$ cat src/rtl/fir_pkg.sv
// Shared defaults and loader state encoding for the FIR coefficient path.
package fir_pkg;

  localparam int unsigned NumTapsDefault    = 10;
  localparam int unsigned DataWidthDefault  = 8;
  localparam int unsigned IndexWidthDefault = 4;

  // StCheck is only reachable when the checksum feature is built in.
  typedef enum logic [1:0] {
    StIdle  = 2'd0,
    StLoad  = 2'd1,
    StCheck = 2'd2,
    StDone  = 2'd3
  } loader_state_e;

endpackage

$ cat src/rtl/fir_loader_checksum.sv
// Modulo-2^DataWidth running sum of the coefficient byte stream, with clear and add.
module fir_loader_checksum #(
  parameter int unsigned DataWidth = 8
) (
  input  logic                 clk_i,
  input  logic                 rst_ni,
  input  logic                 clear_i,
  input  logic                 add_i,
  input  logic [DataWidth-1:0] data_i,
  output logic [DataWidth-1:0] sum_next_o
);

  logic [DataWidth-1:0] acc_q, acc_d;

  // Clear wins over add so a fresh load never inherits a stale sum.
  always_comb begin
    acc_d = acc_q;
    if (clear_i) begin
      acc_d = '0;
    end else if (add_i) begin
      acc_d = acc_q + data_i;
    end
  end

  // Accumulator register.
  always_ff @(posedge clk_i or negedge rst_ni) begin
    if (!rst_ni) begin
      acc_q <= '0;
    end else begin
      acc_q <= acc_d;
    end
  end

  // Sum including the byte currently on the input; used to judge the checksum byte.
  assign sum_next_o = acc_q + data_i;

endmodule

$ cat src/rtl/fir_coefficient_loader.sv
// Streams NUM_TAPS signed coefficient bytes into a downstream FIR as indexed write strobes.
// Optional feature macro: FIR_COEF_CHECKSUM_EN adds a trailing checksum byte and the Error flag.
module fir_coefficient_loader
  import fir_pkg::*;
#(
  parameter int unsigned NUM_TAPS    = NumTapsDefault,
  parameter int unsigned DATA_WIDTH  = DataWidthDefault,
  parameter int unsigned INDEX_WIDTH = IndexWidthDefault
) (
  input  logic                         Clk,
  input  logic                         Reset,
  input  logic                         Start,
  input  logic                         Abort,
  input  logic signed [DATA_WIDTH-1:0] InData,
  input  logic                         InValid,
  output logic                         InReady,
  output logic [INDEX_WIDTH-1:0]       CoefficientIndex,
  output logic signed [DATA_WIDTH-1:0] NewCoefficientValue,
  output logic                         CoefficientWriteEnable,
  output logic                         Busy,
  output logic                         Done,
  output logic                         Error
);

  loader_state_e state_q, state_d;

  logic [INDEX_WIDTH-1:0]        cnt_q, cnt_d;
  logic                          we_q, we_d;
  logic [INDEX_WIDTH-1:0]        idx_q, idx_d;
  logic signed [DATA_WIDTH-1:0]  val_q, val_d;
  logic                          done_q, done_d;
  logic                          xfer;
  logic                          last_tap;

  assign InReady  = (state_q == StLoad) || (state_q == StCheck);
  assign xfer     = InValid && InReady;
  assign last_tap = (cnt_q == INDEX_WIDTH'(NUM_TAPS - 1));

`ifdef FIR_COEF_CHECKSUM_EN
  logic                  error_q, error_d;
  logic                  acc_clear;
  logic                  acc_add;
  logic [DATA_WIDTH-1:0] sum_next;

  fir_loader_checksum #(
    .DataWidth (DATA_WIDTH)
  ) u_checksum (
    .clk_i      (Clk),
    .rst_ni     (Reset),
    .clear_i    (acc_clear),
    .add_i      (acc_add),
    .data_i     (InData),
    .sum_next_o (sum_next)
  );
`endif

  // Next-state, tap counter and registered strobe/pulse decode.
  always_comb begin
    state_d = state_q;
    cnt_d   = cnt_q;
    we_d    = 1'b0;
    idx_d   = '0;
    val_d   = '0;
    done_d  = 1'b0;
`ifdef FIR_COEF_CHECKSUM_EN
    error_d   = error_q;
    acc_clear = 1'b0;
    acc_add   = 1'b0;
`endif
    unique case (state_q)
      StIdle: begin
        // The Done cycle still counts as busy, so a Start there is not taken.
        if (Start && !Abort && !done_q) begin
          state_d = StLoad;
          cnt_d   = '0;
`ifdef FIR_COEF_CHECKSUM_EN
          error_d   = 1'b0;
          acc_clear = 1'b1;
`endif
        end
      end
      StLoad: begin
        if (Abort) begin
          // Any byte presented alongside Abort is dropped.
          state_d = StIdle;
          cnt_d   = '0;
        end else if (xfer) begin
          we_d  = 1'b1;
          idx_d = cnt_q;
          val_d = InData;
`ifdef FIR_COEF_CHECKSUM_EN
          acc_add = 1'b1;
`endif
          if (last_tap) begin
            cnt_d = '0;
`ifdef FIR_COEF_CHECKSUM_EN
            state_d = StCheck;
`else
            state_d = StDone;
`endif
          end else begin
            cnt_d = cnt_q + INDEX_WIDTH'(1);
          end
        end
      end
`ifdef FIR_COEF_CHECKSUM_EN
      StCheck: begin
        if (Abort) begin
          state_d = StIdle;
        end else if (xfer) begin
          // All NUM_TAPS+1 bytes must sum to zero modulo 2^DATA_WIDTH.
          error_d = (sum_next != '0);
          done_d  = 1'b1;
          state_d = StDone;
        end
      end
`endif
      StDone: begin
        state_d = StIdle;
`ifndef FIR_COEF_CHECKSUM_EN
        // Done lands one cycle after the final write strobe.
        done_d = !Abort;
`endif
      end
      default: begin
        state_d = StIdle;
      end
    endcase
  end

  // State and output registers; reset clears everything including a strobe in flight.
  always_ff @(posedge Clk or negedge Reset) begin
    if (!Reset) begin
      state_q <= StIdle;
      cnt_q   <= '0;
      we_q    <= 1'b0;
      idx_q   <= '0;
      val_q   <= '0;
      done_q  <= 1'b0;
    end else begin
      state_q <= state_d;
      cnt_q   <= cnt_d;
      we_q    <= we_d;
      idx_q   <= idx_d;
      val_q   <= val_d;
      done_q  <= done_d;
    end
  end

`ifdef FIR_COEF_CHECKSUM_EN
  // Error flag: cleared by an accepted Start, updated with Done, otherwise held.
  always_ff @(posedge Clk or negedge Reset) begin
    if (!Reset) begin
      error_q <= 1'b0;
    end else begin
      error_q <= error_d;
    end
  end

  assign Error = error_q;
`else
  assign Error = 1'b0;
`endif

  assign CoefficientWriteEnable = we_q;
  assign CoefficientIndex       = idx_q;
  assign NewCoefficientValue    = val_q;
  assign Done                   = done_q;
  assign Busy                   = (state_q != StIdle) || done_q;

endmodule

$ cat config.mk
export PLATFORM = sky130hd
export DESIGN_NAME = fir_coefficient_loader
export DESIGN_NICKNAME = d
export VERILOG_FILES = /design/src/rtl/fir_pkg.sv /design/src/rtl/fir_loader_checksum.sv /design/src/rtl/fir_coefficient_loader.sv
export SDC_FILE = /design/constraint.sdc
export NUM_CORES = 1
export LEC_CHECK = 0
export ABC_AREA = 1
export CAP_MARGIN = 20
export CELL_PAD_IN_SITES_DETAIL_PLACEMENT = 1
export CELL_PAD_IN_SITES_GLOBAL_PLACEMENT = 2
export CORE_AREA = 4 4 63 65
export CTS_CLUSTER_DIAMETER = 40
export DETAILED_ROUTE_END_ITERATION = 8
export DIE_AREA = 0 0 67 69
export GPL_TIMING_DRIVEN = 0
export PLACE_DENSITY = 0.83
export SLEW_MARGIN = 10
export SYNTH_ARGS = -nofsm -noshare
export SYNTH_HDL_FRONTEND = slang
export SYNTH_SLANG_ARGS = --single-unit
$ cat constraint.sdc
create_clock -name Clk -period 2.3 [get_ports Clk]
set_clock_uncertainty 0.2 [all_clocks]
set_input_delay 0.46 -clock Clk [delete_from_list [all_inputs] [get_ports Clk]]
set_output_delay 0.46 -clock Clk [all_outputs]
set_load 0.1 [all_outputs]
**Yosys cells after proc, flatten, opt, wreduce, memory -nomap -nowiden**

Index checks and enable logic that the tools add are counted.
W data, S select, Z words.

- Register bits after elaboration: 20
- Input port bits: 13
- Output and inout bits: 17
- Word-level logic and storage cells: 46

- Add/sub/neg operators: 1
- Eq/ne operators: 7
- Multiplexer cells: 20
- Reduce and logical (&&, ||, !) cells: 12

Operators by type and width:

| kind | count |
|---|---|
| $mux W4 | 7 |
| $mux W8 | 3 |
| $mux W2 | 4 |
| $pmux W4 S2 | 1 |
| $ne A3 B3 Y1 const B | 2 |
| $reduce_and A3 Y1 | 2 |
| $add A4 B1 Y4 const B | 1 |
| $eq A2 B2 Y1 const B | 2 |
| $eq A4 B4 Y1 const B | 1 |
| $mux W1 | 4 |
| $pmux W2 S2 | 1 |
| $reduce_bool A2 Y1 | 2 |
| $logic_and A1 B1 Y1 | 3 |
| $eq A2 B1 Y1 const B | 1 |
| $logic_not A1 Y1 | 2 |
| $logic_not A2 Y1 | 1 |
| $logic_or A1 B1 Y1 | 2 |
| $ne A2 B2 Y1 const B | 1 |

**Longest topological paths before layout**

- Depth in word-level cells: 6
- Depth in mapped cells: 10
- Depth with buffers taken out: 10

**Worst setup path after synthesis**

Ideal clock, no wire load.

- Path kind: register -> output
- From: register done_q, in the netlist Done
- To: output Busy
- Data arrival time: 1.713 ns
- Data required time: 1.640 ns
- Path slack: -0.073 ns
- Cell stages (with the launch flop): 3
- Path buffers: 0
- Path through: dfrtp_1 -> inv_1 -> nand2_1

- Word-level cells in the longest chain between the ends: 1

Ends and longest elaborated chain:

| item | RTL line | source |
|---|---|---|
| start, declared | fir_coefficient_loader.sv:31 | `logic done_q, done_d;` |
| start signal, assigned | fir_coefficient_loader.sv:146 | `done_q <= done_d;` |
| $logic_or A1 B1 Y1 | fir_coefficient_loader.sv:169 | `assign Busy = (state_q != StIdle) \|\| done_q;` |
| end, declared | fir_coefficient_loader.sv:20 | `output logic Busy,` |

No other way between the ends.

**Worst setup path after layout**

- From: register val_q[4], in the netlist NewCoefficientValue[4]
- To: output NewCoefficientValue[4]

RTL lines:

| item | RTL line | source |
|---|---|---|
| start, declared | fir_coefficient_loader.sv:30 | `logic signed [DATA_WIDTH-1:0] val_q, val_d;` |
| start signal, assigned | fir_coefficient_loader.sv:145 | `val_q <= val_d;` |
| end, declared | fir_coefficient_loader.sv:18 | `output logic signed [DATA_WIDTH-1:0] NewCoefficientValue,` |

No word-level cell between the ends.

==> impl_metrics.json <==
{
  "layout_common_cells": "dfrtp_1 (20), inv_1 (16), dlygate4sd2_1 (14), clkdlybuf4s50_1 (12), nor2_2 (11)",
  "rrSetupSlack_ps": 640,
  "path_cells": "dlygate4sd2_1",
  "ctsHtreeMaxLevel": 1,
  "dp_hpwl_um": 1723,
  "synth.net_count": 115,
  "dr.pass1.iters": 2,
  "status": "complete, no violations",
  "ys_warn_count": 0,
  "grt_max_degree": 21,
  "slew_violations": 0,
  "fin_setup_tns_ps": 0,
  "syn2layout_area_growth_pct": 38.99,
  "crit_path_max_fanout": 1,
  "cts_tree": "yes",
  "seq_area_frac_synth": 0.5340,
  "hp-class": "reg2reg",
  "die_x_um": 67,
  "p_leak_nw": 0.7072,
  "end_kind": "primary output",
  "avgSynthCellArea_sq_um": 9.661,
  "ir_drop_uv": 556.3,
  "cp-endpoint": "NewCoefficientValue[4]",
  "fin_util": 0.3903,
  "rr_worst_depth": 10,
  "cts_setup_buffers": 0,
  "grt_pass1_vias": 764,
  "final_common_cell": "dfrtp_1",
  "worstMarginPinSlew_ps": 984.3,
  "clkTransAtPathRegs_ps": 120,
  "crit_buf_inv": 1,
  "crit_start": "NewCoefficientValue[4]$_DFF_PN0_",
  "grt_usage": 0.09961,
  "core_area_sq_um": 3337,
  "critPathArrivalTime_ps": 1580,
  "max_slew_margin": 0.3464,
  "portBuffers": 28,
  "cpMaxStageDelayCell": "dlygate4sd2_1",
  "drtIter0Drc": 24,
  "synth_top_area_share": 0.5340,
  "yosysUniqueCellTypes": 22,
  "cp.depth": 1,
  "avgViaCountPerCell": 4.069,
  "antenna_found_initial": 0,
  "cts_hold_buf": 0,
  "powerDensity_nw_per_um2": 1115,
  "start_util": 0.2808,
  "ys_ff_latch": 20,
  "critical-path-max-stage-delay_ps": 880,
  "ant_nets": 0,
  "critical_path.top_delay_family": "buffers and inverters",
  "cp-start-kind": "flip-flop",
  "cts-root-buf": "clkbuf_4",
  "numCtsBuffers": 3,
  "max_freq_mhz": 445.9,
  "wl_per_cell_um": 12.54,
  "cp.required_ps": 1640,
  "synth_top_area_cell": "dfrtp_1",
  "die-area_sq_um": 4623,
  "drc": 0,
  "synth.area.top_cells": "dfrtp_1 (53%), nor2_2 (7.3%), ha_1 (6.7%)",
  "hold_violations": 0,
  "grt_pass1_wl_um": 3588,
  "netlist_area_sq_um": 937.1,
  "wl_um": 2194,
  "cts.sinks": 20,
  "routabilityCongestion": 0.7155,
  "grt_setup_unrepaired": "no",
  "ios": 30,
  "die_h_um": 69,
  "r2r_end": "cnt_q[2]$_DFFE_PN0P_",
  "grt_remaining_overflow": 0,
  "cts_buffer_depth": 2,
  "netlist_instances": 97,
  "final_nets": 148,
  "rr_startpoint": "state_q[1]$_DFFE_PN0P_",
  "crit_type": "reg2out",
  "diodes": 0,
  "cap_violations": 0,
  "via_count": 712,
  "min_period_over_period": 0.9751,
  "report.final.setup_viol": 0,
  "drive_gt1_frac": 0.2403,
  "rows": 21,
  "insertion_delay_ps": 300,
  "timing.final.crit_period_ps": 2243
}
repair_timing:
action | CTS | global route
gates resized for setup | 21 | 3
setup endpoints to repair | 16 | 2
hold endpoints to repair | 0 | 0
flip-flops by register name, indices dropped and copies added, names as in the netlist:
name                    cells
CoefficientIndex            4
CoefficientWriteEnable      1
Done                        1
NewCoefficientValue         8
cnt_q                       4
state_q                     2
final cells by class:
type	instances	area, sq um
Buffer	2	18.77
Clock buffer	3	22.52
Tap cell	46	57.56
Inverter	21	81.33
Multi-Input combinational cell	54	339.1
Timing Repair Buffer	28	252.7
Sequential cell	20	500.5
Clock inverter	1	30.03
Fill cell	401	2034
logic make-up after synthesis:
group	share of synthesized area
AND/OR/NAND/NOR	0.2483
XOR/XNOR	0.009348
buffers and inverters	0.1068
flip-flops	0.5340
AO/OA/AOI/OAI	0.03071
other	0.004001
adder cells (fa/ha/maj)	0.06676
metal layers:
layer / track usage / part of all wire / vias up
met3: 0.02760 / 0.083 / 2
li1: - / - / 353
met1: 0.1116 / 0.41 / 334
met2: 0.1758 / 0.50 / 23
met4: 0.03378 / 0.0059 / 0
met5: 0 / 0 / -
per-stage QoR:
stage / area (sq um) / instances / hold slack, ps / setup slack [ps] / power [mW]
global route: 1303 / 175 / 398.8 / 19.10 / 1.541
global placement: 1277 / 171 / 324.3 / -239.7 / 1.205
CTS: 1314 / 175 / 366.8 / 2.933 / 1.488
finish: 1303 / 175 / 364.9 / 57.36 / 1.452
floorplan: 939.7 / 97 / -35.59 / 17.24 / 1.051
detailed placement: 1277 / 171 / 328.5 / -249.5 / 1.219
worst reg2reg max path: cells and delay by family (launching register included):
family	cells	cell delay, ps
flip-flops	1	400
adder cells (fa/ha/maj)	1	250
AO/OA/AOI/OAI	1	60
buffers and inverters	3	220
AND/OR/NAND/NOR	5	460
power breakdown:
group          switching (mW)  internal [mW]  total (mW)
clock network           0.112          0.176       0.288
registers              0.0285          0.391       0.420
logic                   0.569          0.175       0.744
cell usage after synthesis:
cell / count
nor2_2: 11
nor2_8: 1
dfrtp_1: 20
inv_4: 1
conb_1: 1
xor2_1: 1
buf_6: 1
nand2_1: 10
or2_2: 1
nand3_1: 6
o21ai_2: 1
ha_1: 5
nand2_2: 1
inv_1: 16
nor3_2: 1
buf_4: 1
inv_2: 4
nand2_4: 1
nand4_1: 2
nor2_1: 8
a21oi_1: 2
o21ai_1: 2
worst min path at each step:
stage	start	cells after the start	to	slack, ps
after detailed placement	cnt_q[3]$_DFFE_PN0P_	2	cnt_q[3]$_DFFE_PN0P_	330
after global routing	cnt_q[3]$_DFFE_PN0P_	2	cnt_q[3]$_DFFE_PN0P_	400
after floorplan	Reset	0	CoefficientIndex[0]$_DFF_PN0_	-40
after global placement	cnt_q[3]$_DFFE_PN0P_	2	cnt_q[3]$_DFFE_PN0P_	320
after CTS	cnt_q[3]$_DFFE_PN0P_	2	cnt_q[3]$_DFFE_PN0P_	370
final	cnt_q[3]$_DFFE_PN0P_	2	cnt_q[3]$_DFFE_PN0P_	360
(Power assumes the default switching activity.)
==> patch (config.mk and constraints unchanged) <==
Take the reset off `val_q` and load it in a clocked block of its own.
--- a/src/rtl/fir_coefficient_loader.sv
+++ b/src/rtl/fir_coefficient_loader.sv
@@ -136,5 +136,4 @@
       we_q    <= 1'b0;
       idx_q   <= '0;
-      val_q   <= '0;
       done_q  <= 1'b0;
     end else begin
@@ -143,7 +142,10 @@
       we_q    <= we_d;
       idx_q   <= idx_d;
-      val_q   <= val_d;
       done_q  <= done_d;
     end
+  end
+
+  always_ff @(posedge Clk) begin
+    val_q <= val_d;
   end
 
Behaviour: differs if Reset is asserted again (counterexample within 4 cycles, from zero or initial values and one cycle with Reset low); with Reset held inactive, the same outputs for 10 cycles.
==> patch against the original RTL <==
  * Die area did not move
  * Combinational power down 11%
  * Synthesized area is 6.9% lower
  * Clock power decreased by 27%
  * Final cell count decreased by 0.57%
  * Core utilization shrank 2.4 points
  * Wire length is 13% lower
  * Worst setup slack improved by 0.052 ns
  * Total power is 11% lower
  * Non-clock buffer count did not move
  * Sequential share of layout area down 0.72 points
  * Sequential cell count stayed put
  * Design area shrank 6.2%
==> patch: results (changes against the original RTL) <==
outcome finished clean (unchanged); met2 usage 0.167 (was 0.176); CTS clk-pin slew, worst paths 0.11 ns; HPWL after DPL 1.57 mm (was 1.72 mm); # fillers 416 (was 401); Worst VDD drop 0.000370 V (was 0.000556 V); Worst Setup SP state_q[0] (was NewCoefficientValue[4]); ANT cells 0 (unchanged); post-synthesis async set-or-reset flop share 0.600 (was 1.00); gr usage total 0.100 (was 0.0996); critical path fanouts, max 4 (was 1); Final Non-Filler Cells 174 (was 175); R2R depth 9 (was 10); yosys warns 0 (unchanged); GP Congestion 0.699 (was 0.716); first-pass GRT wire length 3.49 mm (was 3.59 mm); Clock Latency Late Sink 0.31 ns; reg2reg setup slack 0.63 ns; Clock Path Buffers 2 (unchanged); commonest cells in the netlist inv_1 (18), dfrtp_1 (12), nand2_1 (11), nor2_2 (10) (was dfrtp_1 (20), inv_1 (16), nor2_2 (11), nand2_1 (10), nor2_1 (8)); Hold/Removal Path Class in -> async (was reg -> reg); Routed WL per cell 11.0 um (was 12.5 um); GRT met3 Usage 0.0406 (was 0.0276); Mapped Avg Cell Area 9.08 um^2 (was 9.66 um^2); IO buf count 28 (unchanged); slowest stage delay, CP 0.42 ns (was 0.88 ns); Via Count 706 (was 712); Synth area leaders dfrtp_1 (34%), dfxtp_1 (18%), inv_1 (7.7%), ha_1 (7.2%), nor2_2 (7.2%) (was dfrtp_1 (53%), nor2_2 (7.3%), ha_1 (6.7%), inv_1 (6.4%), nand2_1 (4.0%)); fin nets 147 (was 148); Tightest Pin Transition 0.971 ns (was 0.984 ns); Reg2Reg Capture Point cnt_q[3] (was cnt_q[2]); Syn Nets 114 (was 115); Initial DRC Count 10 (was 24); largest net degree at the start of global routing 13 (was 21); share of cells above drive strength 1 0.203 (was 0.240); Crit-path slowest cell buf_2 (was dlygate4sd2_1); first-pass iteration count of the detailed router 3 (was 2); Setup Fix Bufs, Post-CTS 0 (unchanged); capture point of the worst path Busy (was NewCoefficientValue[4]); vias in the first global route 810 (was 764); Placed Cells 170 (was 171); Worst EP arrival 1.53 ns (was 1.58 ns); H-tree levels 1 (unchanged); FF-to-FF Start state_q[1] (unchanged); Yosys cell types 21 (was 22); Clock Root Buffer clkbuf_4 (unchanged); sequential element share of the synthesized area 0.528 (was 0.534); GRT met1 Usage 0.104 (was 0.112); P_leak 0.000644 uW (was 0.000707 uW)
-- patch: changes by cell type after synthesis, sizes merged --
cell | unedited run | this run
nand3 | 6 | 7
nand2 | 12 | 11
nor2 | 20 | 19
dfrtp | 20 | 12
dfxtp | 0 | 8
-- patch: how the worst min path moves through the flow --
| stage | slack, ns | endpoint | cells after the start | startpoint |
|---|---|---|---|---|
| after floorplan | -0.04 | CoefficientIndex[0] | 0 | Reset |
| after global placement | 0.33 | cnt_q[3] | 2 | cnt_q[3] |
| after detailed placement | 0.36 | cnt_q[3] | 2 | cnt_q[3] |
| after CTS | 0.31 | CoefficientIndex[2] | 1 | Reset |
| after global routing | 0.32 | Done | 1 | Reset |
| final | 0.30 | Done | 1 | Reset |
-- patch: per-layer routing --
metal / share of wire / wire length, um
met5: 0 / 0
met4: 0.027 / 51
met3: 0.086 / 165
met2: 0.50 / 964
met1: 0.38 / 730
-- patch: cells by family (layout without fill, tap and decap cells) --
kind of cell	after synthesis	in the layout	synth area share
and+or+nand+nor	41	41	0.245
buffers and inverters	23	55	0.112
DFF	20	20	0.528
adders and majority gates	5	5	0.0717
AOI/OAI and AO/OA	5	5	0.0287
other	1	1	0.00430
xor gates and xnor gates	1	1	0.0100
-- patch: final cells by class --
class	instances	area, um^2	area share
Buffer	2	18.8	0.0154
Clock buffer	4	36.3	0.0297
Inverter	21	78.8	0.0645
Multi-Input combinational cell	53	317	0.259
Sequential cell	20	460	0.377
Tap cell	46	57.6	0.0471
Timing Repair Buffer	28	253	0.207
-- patch: timing repair --
item | CTS | global route
setup endpoints to repair | 16 | 1
pin swaps | 0 | 0
gates resized for setup | 22 | 2
-- patch: metrics by stage --
stage,cell area (um^2),setup slack (ns),power (uW)
after CTS,1230,0.00177,1320
after detailed placement,1210,-0.272,1130
final,1220,0.110,1290
after global routing,1220,0.00362,1380
after global placement,1210,-0.218,1120
after floorplan,875,0.149,973
-- patch: where the power goes --
| part | switching [uW] | internal [uW] | total (uW) |
|---|---|---|---|
| Sequential | 27.4 | 390 | 417 |
| Clock | 112 | 96.8 | 209 |
| Combinational | 519 | 144 | 662 |
| Total | 658 | 630 | 1290 |
